### config.mk
export PLATFORM = sky130hd
export DESIGN_NAME = fp_issue_ctrl
export DESIGN_NICKNAME = d
export VERILOG_FILES = /design/src/rtl/fpu_pkg.sv /design/src/rtl/fp_inst_decode.sv /design/src/rtl/fp_issue_ctrl.sv
export SDC_FILE = /design/constraint.sdc
export NUM_CORES = 1
export LEC_CHECK = 0
export ABC_AREA = 0
export CAP_MARGIN = 25
export CORE_MARGIN = 2
export CORE_UTILIZATION = 25
export DETAILED_ROUTE_END_ITERATION = 16
export PLACE_DENSITY = 0.5
export SYNTH_ARGS = -nofsm -noshare
export SYNTH_HDL_FRONTEND = slang
export SYNTH_SLANG_ARGS = --single-unit
### constraint.sdc
create_clock -name clk -period 4.9 [get_ports clk]
set_input_delay 0.49 -clock clk [delete_from_list [all_inputs] [get_ports clk]]
set_output_delay 0.49 -clock clk [all_outputs]
set_load 0.01 [all_outputs]
### src/rtl/fpu_pkg.sv
// Shared encodings and defaults for the FP issue stage: opcodes, funct5 codes,
// the NOP bubble and the default FPU writeback latency.
package fpu_pkg;

  localparam logic [6:0] OP_FLW = 7'b0000111;
  localparam logic [6:0] OP_FSW = 7'b0100111;
  localparam logic [6:0] OP_FP  = 7'b1010011;

  localparam logic [4:0] F5_FADD     = 5'b00000;
  localparam logic [4:0] F5_FSUB     = 5'b00001;
  localparam logic [4:0] F5_FMUL     = 5'b00010;
  localparam logic [4:0] F5_FCVT_W_S = 5'b11000;
  localparam logic [4:0] F5_FCVT_S_W = 5'b11010;

  localparam logic [31:0] FP_NOP = 32'h0000_0013;

  localparam int WB_LAT_DEF = 6;

endpackage

### src/rtl/fp_inst_decode.sv
// Combinational decode of the FP register usage of one instruction:
// which FP sources it reads, whether it writes an FP destination, and the indices.
module fp_inst_decode
  import fpu_pkg::*;
(
  input  logic [31:0] inst,
  output logic        reads_rs1,
  output logic        reads_rs2,
  output logic        writes_rd,
  output logic [4:0]  rs1,
  output logic [4:0]  rs2,
  output logic [4:0]  rd
);

  logic [6:0] opcode;
  logic [4:0] funct5;
  logic       unused_bits;

  assign opcode      = inst[6:0];
  assign funct5      = inst[31:27];
  assign rd          = inst[11:7];
  assign rs1         = inst[19:15];
  assign rs2         = inst[24:20];
  assign unused_bits = ^{inst[14:12], inst[26:25]};

  always_comb begin
    reads_rs1 = 1'b0;
    reads_rs2 = 1'b0;
    writes_rd = 1'b0;
    unique case (opcode)
      OP_FLW: writes_rd = 1'b1;
      OP_FSW: reads_rs2 = 1'b1;
      OP_FP: begin
        unique case (funct5)
          F5_FADD, F5_FSUB, F5_FMUL: begin
            reads_rs1 = 1'b1;
            reads_rs2 = 1'b1;
            writes_rd = 1'b1;
          end
          F5_FCVT_W_S: reads_rs1 = 1'b1;
          F5_FCVT_S_W: writes_rd = 1'b1;
          default: ;
        endcase
      end
      default: ;
    endcase
  end

endmodule

### src/rtl/fp_issue_ctrl.sv
// FP issue slot with per-register writeback scoreboard feeding the FPU inst input.
// Build option: define FP_ISSUE_WB_BYPASS_EN when the register file forwards same-cycle writes.
module fp_issue_ctrl
  import fpu_pkg::*;
#(
  parameter int WB_LAT = WB_LAT_DEF
)(
  input  logic        clk,
  input  logic        rst,
  input  logic        in_valid,
  input  logic [31:0] in_inst,
  output logic        in_ready,
  input  logic        flush,
  output logic [31:0] out_inst,
  output logic        stall
);

  localparam int CNT_W = $clog2(WB_LAT);

  logic             slot_vld_p0;
  logic [31:0]      slot_inst_p0;
  logic [CNT_W-1:0] cnt [32];

  logic       reads_rs1, reads_rs2, writes_rd;
  logic [4:0] rs1, rs2, rd;
  logic       hazard, issue, accept;

  // A source is still busy while its pending write has not reached the register file.
  function automatic logic busy(input logic [CNT_W-1:0] c);
`ifdef FP_ISSUE_WB_BYPASS_EN
    return c > CNT_W'(1);
`else
    return c != '0;
`endif
  endfunction

  fp_inst_decode u_dec (
    .inst      (slot_inst_p0),
    .reads_rs1 (reads_rs1),
    .reads_rs2 (reads_rs2),
    .writes_rd (writes_rd),
    .rs1       (rs1),
    .rs2       (rs2),
    .rd        (rd)
  );

  assign hazard   = slot_vld_p0 && ((reads_rs1 && busy(cnt[rs1])) ||
                                    (reads_rs2 && busy(cnt[rs2])));
  assign issue    = slot_vld_p0 && !hazard && !flush;
  assign in_ready = !flush && (!slot_vld_p0 || issue);
  assign accept   = in_valid && in_ready;
  assign stall    = hazard;

  // Stage p0: issue slot
  always_ff @(posedge clk or posedge rst) begin
    if (rst) begin
      slot_vld_p0 <= 1'b0;
    end else if (flush) begin
      slot_vld_p0 <= 1'b0;
    end else if (accept) begin
      slot_vld_p0 <= 1'b1;
    end else if (issue) begin
      slot_vld_p0 <= 1'b0;
    end
  end

  always_ff @(posedge clk) begin
    if (accept) begin
      slot_inst_p0 <= in_inst;
    end
  end

  // Stage p1: FPU inst register, NOP bubble whenever nothing issues
  always_ff @(posedge clk or posedge rst) begin
    if (rst) begin
      out_inst <= FP_NOP;
    end else begin
      out_inst <= issue ? slot_inst_p0 : FP_NOP;
    end
  end

  // Scoreboard: reload on writer issue wins over the per-cycle decrement.
  always_ff @(posedge clk or posedge rst) begin
    if (rst) begin
      for (int r = 0; r < 32; r++) cnt[r] <= '0;
    end else begin
      for (int r = 0; r < 32; r++) begin
        if (issue && writes_rd && (rd == 5'(r))) begin
          cnt[r] <= CNT_W'(WB_LAT - 1);
        end else if (cnt[r] != '0) begin
          cnt[r] <= cnt[r] - CNT_W'(1);
        end
      end
    end
  end

endmodule

Yosys cells after proc, flatten, opt, wreduce, memory -nomap -nowiden
Cells that the tools add are included.
{"block": "op_classes", "n_addsub": 32, "multipliers": 0, "div_mod_pow": 0, "magnitude_cmp": 2, "eq_ne": 38, "shifts": 0, "n_mux": 80, "bitwise": 2, "reduce_logical": 117}
{"operator": "3-bit 2-to-1 mux", "count": 68}
{"operator": "3-bit nonzero test", "count": 35}
{"operator": "3-bit by 1-bit subtractor with 3-bit output, second input constant", "count": 32}
{"operator": "5-bit equality test, second input constant", "count": 18}
{"operator": "2-bit nonzero test", "count": 32}
{"operator": "5-bit by 4-bit equality test with 1-bit output, second input constant", "count": 8}
{"operator": "1-bit logical AND", "count": 40}
{"operator": "32-bit 2-to-1 mux", "count": 1}
{"operator": "3-bit binary-select mux with 5-bit select", "count": 2}
{"operator": "5-bit by 3-bit equality test with 1-bit output, second input constant", "count": 4}
{"operator": "5-bit by 2-bit equality test with 1-bit output, second input constant", "count": 3}
{"operator": "6-bit >= comparator, second input constant", "count": 2}
{"operator": "5-bit inverter with 6-bit output", "count": 2}
{"operator": "5-bit by 1-bit equality test with 1-bit output, second input constant", "count": 2}
{"operator": "5-bit logical NOT", "count": 2}
{"operator": "4-bit OR reduction", "count": 2}
{"operator": "7-bit by 3-bit equality test with 1-bit output, second input constant", "count": 1}
{"operator": "7-bit by 6-bit equality test with 1-bit output, second input constant", "count": 1}
{"operator": "7-bit equality test, second input constant", "count": 1}
{"operator": "1-bit 2-to-1 mux", "count": 7}
{"operator": "1-bit case mux with 2 select lines", "count": 2}
{"operator": "1-bit logical NOT", "count": 3}
{"operator": "3-bit OR reduction", "count": 1}
{"operator": "1-bit logical OR", "count": 2}
{"block": "totals", "regBits": 161, "latchBits": 0, "mem_bits_rw": 0, "mem_bits_ro": 0, "output_inout_bits": 34, "elab_cells": 306, "n_memories": 0}

Logic depth before layout (Yosys ltp)
{"block": "depth", "ltp_word": 16, "mapped_depth": 11, "ltp_nobuf": 6}

Hierarchy
From an unflattened synthesis, not the netlist that was laid out.
{"block": "unflattened", "hier_cells": 836, "hier_area_um2": 9031.2}
{"module": "fp_issue_ctrl", "instances": 1, "cells_per_inst": 805, "area_per_inst_um2": 8798.4}
{"module": "fp_inst_decode", "instances": 1, "cells_per_inst": 31, "area_per_inst_um2": 232.7}

Worst setup path after synthesis
OpenSTA, ideal clock, no wires.
{"block": "synth_timing", "path_kind": "flip-flop to flip-flop", "start": "register slot_inst_p0[16]", "end": "register slot_inst_p0[0] (enable)", "setup_ns": 0.472, "arrival_ns": 4.406, "setup_slack_ns": 0.022, "stages_incl_launch_ff": 9, "period_less_slack_ns": 4.878, "path_cell_list": "edfxtp_1 -> buf_6 -> mux4_2 -> mux2_2 -> nor4b_1 -> a211o_2 -> nor3_1 -> buf_6 -> o32ai_1"}
{"block": "synth_between", "elab_chain_cells": 14}
{"element": "start, declared", "line_no": "fp_issue_ctrl.sv:21", "rtl": "logic [31:0] slot_inst_p0;"}
{"element": "start signal, assigned", "line_no": "fp_issue_ctrl.sv:69", "rtl": "slot_inst_p0 <= in_inst;"}
{"element": "5-bit inverter with 6-bit output (implied by the code)", "line_no": "fp_issue_ctrl.sv:47", "rtl": "assign hazard = slot_vld_p0 && ((reads_rs1 && busy(cnt[rs1])) ||"}
{"element": "3-bit binary-select mux with 5-bit select", "line_no": "fp_issue_ctrl.sv:47"}
{"element": "3-bit 2-to-1 mux (implied by the code) (2 in a row)", "line_no": "fp_issue_ctrl.sv:47"}
{"element": "3-bit nonzero test", "line_no": "fp_issue_ctrl.sv:33", "rtl": "return c != '0;"}
{"element": "1-bit logical AND", "line_no": "fp_issue_ctrl.sv:47"}
{"element": "1-bit logical OR", "line_no": "fp_issue_ctrl.sv:47"}
{"element": "1-bit logical AND", "line_no": "fp_issue_ctrl.sv:47"}
{"element": "1-bit logical NOT", "line_no": "fp_issue_ctrl.sv:49", "rtl": "assign issue = slot_vld_p0 && !hazard && !flush;"}
{"element": "1-bit logical AND (2 in a row)", "line_no": "fp_issue_ctrl.sv:49"}
{"element": "1-bit logical OR", "line_no": "fp_issue_ctrl.sv:50", "rtl": "assign in_ready = !flush && (!slot_vld_p0 || issue);"}
{"element": "1-bit logical AND", "line_no": "fp_issue_ctrl.sv:50"}
{"element": "1-bit logical AND", "line_no": "fp_issue_ctrl.sv:51", "rtl": "assign accept = in_valid && in_ready;"}
{"element": "named net accept", "line_no": "fp_issue_ctrl.sv:26", "rtl": "logic hazard, issue, accept;"}
The timed path passes the listed nets, and every way through them passes these cells. The select of a mux whose other input is x is not followed.
A chain may end at the register's enable or synchronous reset.

Worst setup path in the final report
{"block": "layout_timing", "start": "register slot_inst_p0[16]", "end": "output port stall"}
{"block": "layout_between", "elab_chain_cells": 8}
{"element": "5-bit inverter with 6-bit output (implied by the code)", "line_no": "fp_issue_ctrl.sv:47"}
{"element": "3-bit binary-select mux with 5-bit select", "line_no": "fp_issue_ctrl.sv:47"}
{"element": "3-bit 2-to-1 mux (implied by the code) (2 in a row)", "line_no": "fp_issue_ctrl.sv:47"}
{"element": "3-bit nonzero test", "line_no": "fp_issue_ctrl.sv:33"}
{"element": "1-bit logical AND", "line_no": "fp_issue_ctrl.sv:47"}
{"element": "1-bit logical OR", "line_no": "fp_issue_ctrl.sv:47"}
{"element": "1-bit logical AND", "line_no": "fp_issue_ctrl.sv:47"}
{"element": "end, declared", "line_no": "fp_issue_ctrl.sv:15", "rtl": "output logic stall"}
Every way passes these cells. The select of a mux whose other input is x is not followed.

==> flow_summary.yaml <==
global_route:
  grt_max_degree: 70
  grt_pass1_vias: 6985
  antenna_found_initial: 0
  grt_pass1_wl_mm: 39.4
  grt_use_total_pct: 13.3
  grt_remaining_overflow: 0
clock_tree:
  clockBufferDepth: 2
  numCtsBuffers: 17
  htreeDepth: 4
  clk_latency_ns: 0.43
  clk_pin_slew_worst_paths_ns: 0.08
  cts_setup_buffers: 0
  postCtsHoldBufs: 0
  tritoncts: "built"
  cts_root_buffer: "clkbuf_16"
  postCtsResizedCells: 0
  cts_sinks: 161
route:
  routed.top_layer: "met4"
  vias: 6862
  drtPass1Iterations: 5
  drtIter0Drc: 404
  wirelength_mm: 24.5
  met2_length_mm: 12.0
  wl_per_cell_um: 16.9
  ant_nets: 0
  wl_met1_mm: 11.4
  drcViolationCount: 0
  viasPerCell: 4.75
  wl_met3_um: 900
sta:
  fin_skew_ns: 0.0128
  finalHoldViolCount: 0
  worst_slew_pin_slew_ns: 0.916
  holdWs_ns: 0.474
  setup_tns_ns: 0
  maxSlewViolCount: 0
  fmaxAchievable_mhz: 236
  fin_crit_ns: 4.23
  slew-limit-headroom_pct: 39.0
  rsz0062_at_grt: "false"
  period_share_pct: 86.4
  setup_viol: 0
synthesis:
  synth-xor-area-share_pct: 3.06
  syn_nets: 1012
  synth-adder-area-share_pct: 8.76
  yosysSeqAreaShare_pct: 45.8
  ys.flop_type: "dfrtp_1"
  synth-simple-area-share_pct: 15.6
  postSynthAreaPerCell_um2: 10.0
  syn_inst: 912
  synth.distinct_cells: 55
  async_flop_share_pct: 80.1
  synth-compound-area-share_pct: 15.0
  synth-edff-count: 32
  synth_top_family_by_area: "simple AND/OR/NAND/NOR gates"
  synthesis.area_mm2: 0.00915
  yosys_warnings: 0
  ys_seq_elements: 161
  synthMuxAreaShare_pct: 6.23
critical_path:
  crit_arrival_ns: 3.74
  cp-end-kind: "primary output"
  cp_max_fo: 24
  path_class: "reg -> out"
  startpoint_type: "flip-flop"
  crit_required_ns: 4.41
status:
  status: "completed"
placed_design:
  placed_area_mm2: 0.0104
  place_congestion: 0.802
  detailed_place_hpwl_mm: 17.0
  io_buffers: 69
floorplanning:
  initial_core_util_pct: 25.2
  core_area_mm2: 0.0363
  die_area_mm2: 0.0381
  ioPinCount: 70
  die_w_um: 195
  num_rows: 70
  die_h_um: 195
cells_and_area:
  layout_commonest_cell: "dfrtp_1"
  antenna_cells: 0
  num-nets-final: 1065
  layout-drive-gt1-share_pct: 7.87
  final_cell_mix: "126 x dfrtp_1, 104 x o21ai_0, 87 x nor3_1"
  stdcell_area_mm2: 0.0109
  syn2layout_area_growth_pct: 19.5
pwr:
  leakagePower_nw: 4.34
  vdd_drop_max_v: 0.000231
  powerDensity_mw_per_mm2: 540
run:
  cap_violations: 0
hold_path:
  min_path_type: "reg -> reg"
==> synthesized netlist by cell type, types with 2 or more instances <==
cell type / count / area (µm²)
nand3_1: 4 / 20.0
buf_6: 3 / 33.8
and2_1: 2 / 12.5
nor4_1: 11 / 68.8
mux4_2: 11 / 248
nor3_1: 89 / 445
buf_4: 2 / 15.0
nor2_1: 49 / 184
a311oi_1: 2 / 17.5
ha_1: 64 / 801
xnor2_1: 32 / 280
a22oi_1: 2 / 15.0
clkbuf_1: 24 / 90.1
buf_2: 15 / 75.1
nor2b_1: 34 / 213
a21oi_1: 3 / 15.0
nand2_1: 62 / 233
or3b_2: 2 / 17.5
dfrtp_1: 126 / 3150
nor3b_1: 4 / 30.0
o31ai_2: 8 / 100
edfxtp_1: 32 / 961
o41ai_1: 2 / 17.5
inv_1: 73 / 274
dfstp_2: 3 / 78.8
buf_1: 2 / 7.51
a211oi_1: 4 / 30.0
o21a_1: 33 / 248
o31ai_1: 25 / 188
and3_1: 3 / 18.8
nand3b_1: 9 / 67.6
o32ai_1: 2 / 17.5
nand2b_1: 5 / 31.3
mux2i_1: 31 / 310
nor4b_1: 5 / 43.8
a2111oi_0: 12 / 105
o21ai_0: 104 / 521
==> path summary, 6_finish.rpt <==
check	startpoint	to	slack, ns	cells after the start
max	slot_inst_p0[16]	stall	0.67	7
min	slot_inst_p0[1]	out_inst[1]	0.47	1
max reg2reg	slot_inst_p0[16]	slot_inst_p0[21]	1.24	7
min reg2reg	slot_inst_p0[1]	out_inst[1]	0.47	1
max in group asynchronous	rst	cnt[65]	3.46	3
min in group asynchronous	rst	out_inst[20]	0.55	2
==> area by class of cell <==
type | instances | area (µm²)
fill | 3787 | 25400
multi-input combinational | 631 | 4500
sequential | 161 | 4190
timing repair buffer | 80 | 798
tap | 468 | 586
clock buffer | 17 | 425
inverter | 74 | 280
clock inverter | 15 | 141
==> layer usage <==
| metal | global-route usage (%) | up-vias |
|---|---|---|
| met5 | 0 | - |
| met4 | 3.51 | 0 |
| met3 | 2.12 | 20 |
| met2 | 22.6 | 122 |
| met1 | 17.5 | 3381 |
| li1 | - | 3339 |
==> registers in the layout (all words and copies together) (netlist names) <==
register	flops
cnt	96
out_inst	32
slot_inst_p0	32
slot_vld_p0	1
==> worst max-delay path, cell delays in order, from the launching register on <==
cell	delay (ns)
edfxtp_1	0.95
inv_2	0.18
mux4_2	0.48
and3b_1	0.18
a211o_2	0.28
nor3_2	0.52
o21a_1	0.18
clkdlybuf4s50_1	0.54
==> cells by family after synthesis <==
logic type,count (synthesis)
AND/OR/NAND/NOR,284
AO/OA/AOI/OAI,208
multiplexers,43
adder cells (fa/ha/maj),64
buffers and inverters,120
XOR/XNOR,32
flip-flops,161
==> report_power, final <==
part | internal, mW | leakage [nW] | switching (mW)
Combinational | 1.14 | 2.17 | 1.15
Sequential | 1.84 | 1.89 | 0.461
Clock | 0.677 | 0.281 | 0.631
Total | 3.65 | 4.34 | 2.24
==> through the flow <==
stage | power (mW) | cells | setup WS (ns) | utilization [%]
after floorplan | 4.03 | 912 | 0.0217 | -
after global placement | 4.57 | 1414 | 1.18 | 28.5
after detailed placement | 4.62 | 1414 | 1.12 | 28.5
after CTS | 5.96 | 1446 | 0.632 | 30.1
after global routing | 6.43 | 1446 | 0.390 | 30.1
final | 5.90 | 1446 | 0.667 | 30.1
Note: power is estimated with default switching activity, not from simulation.
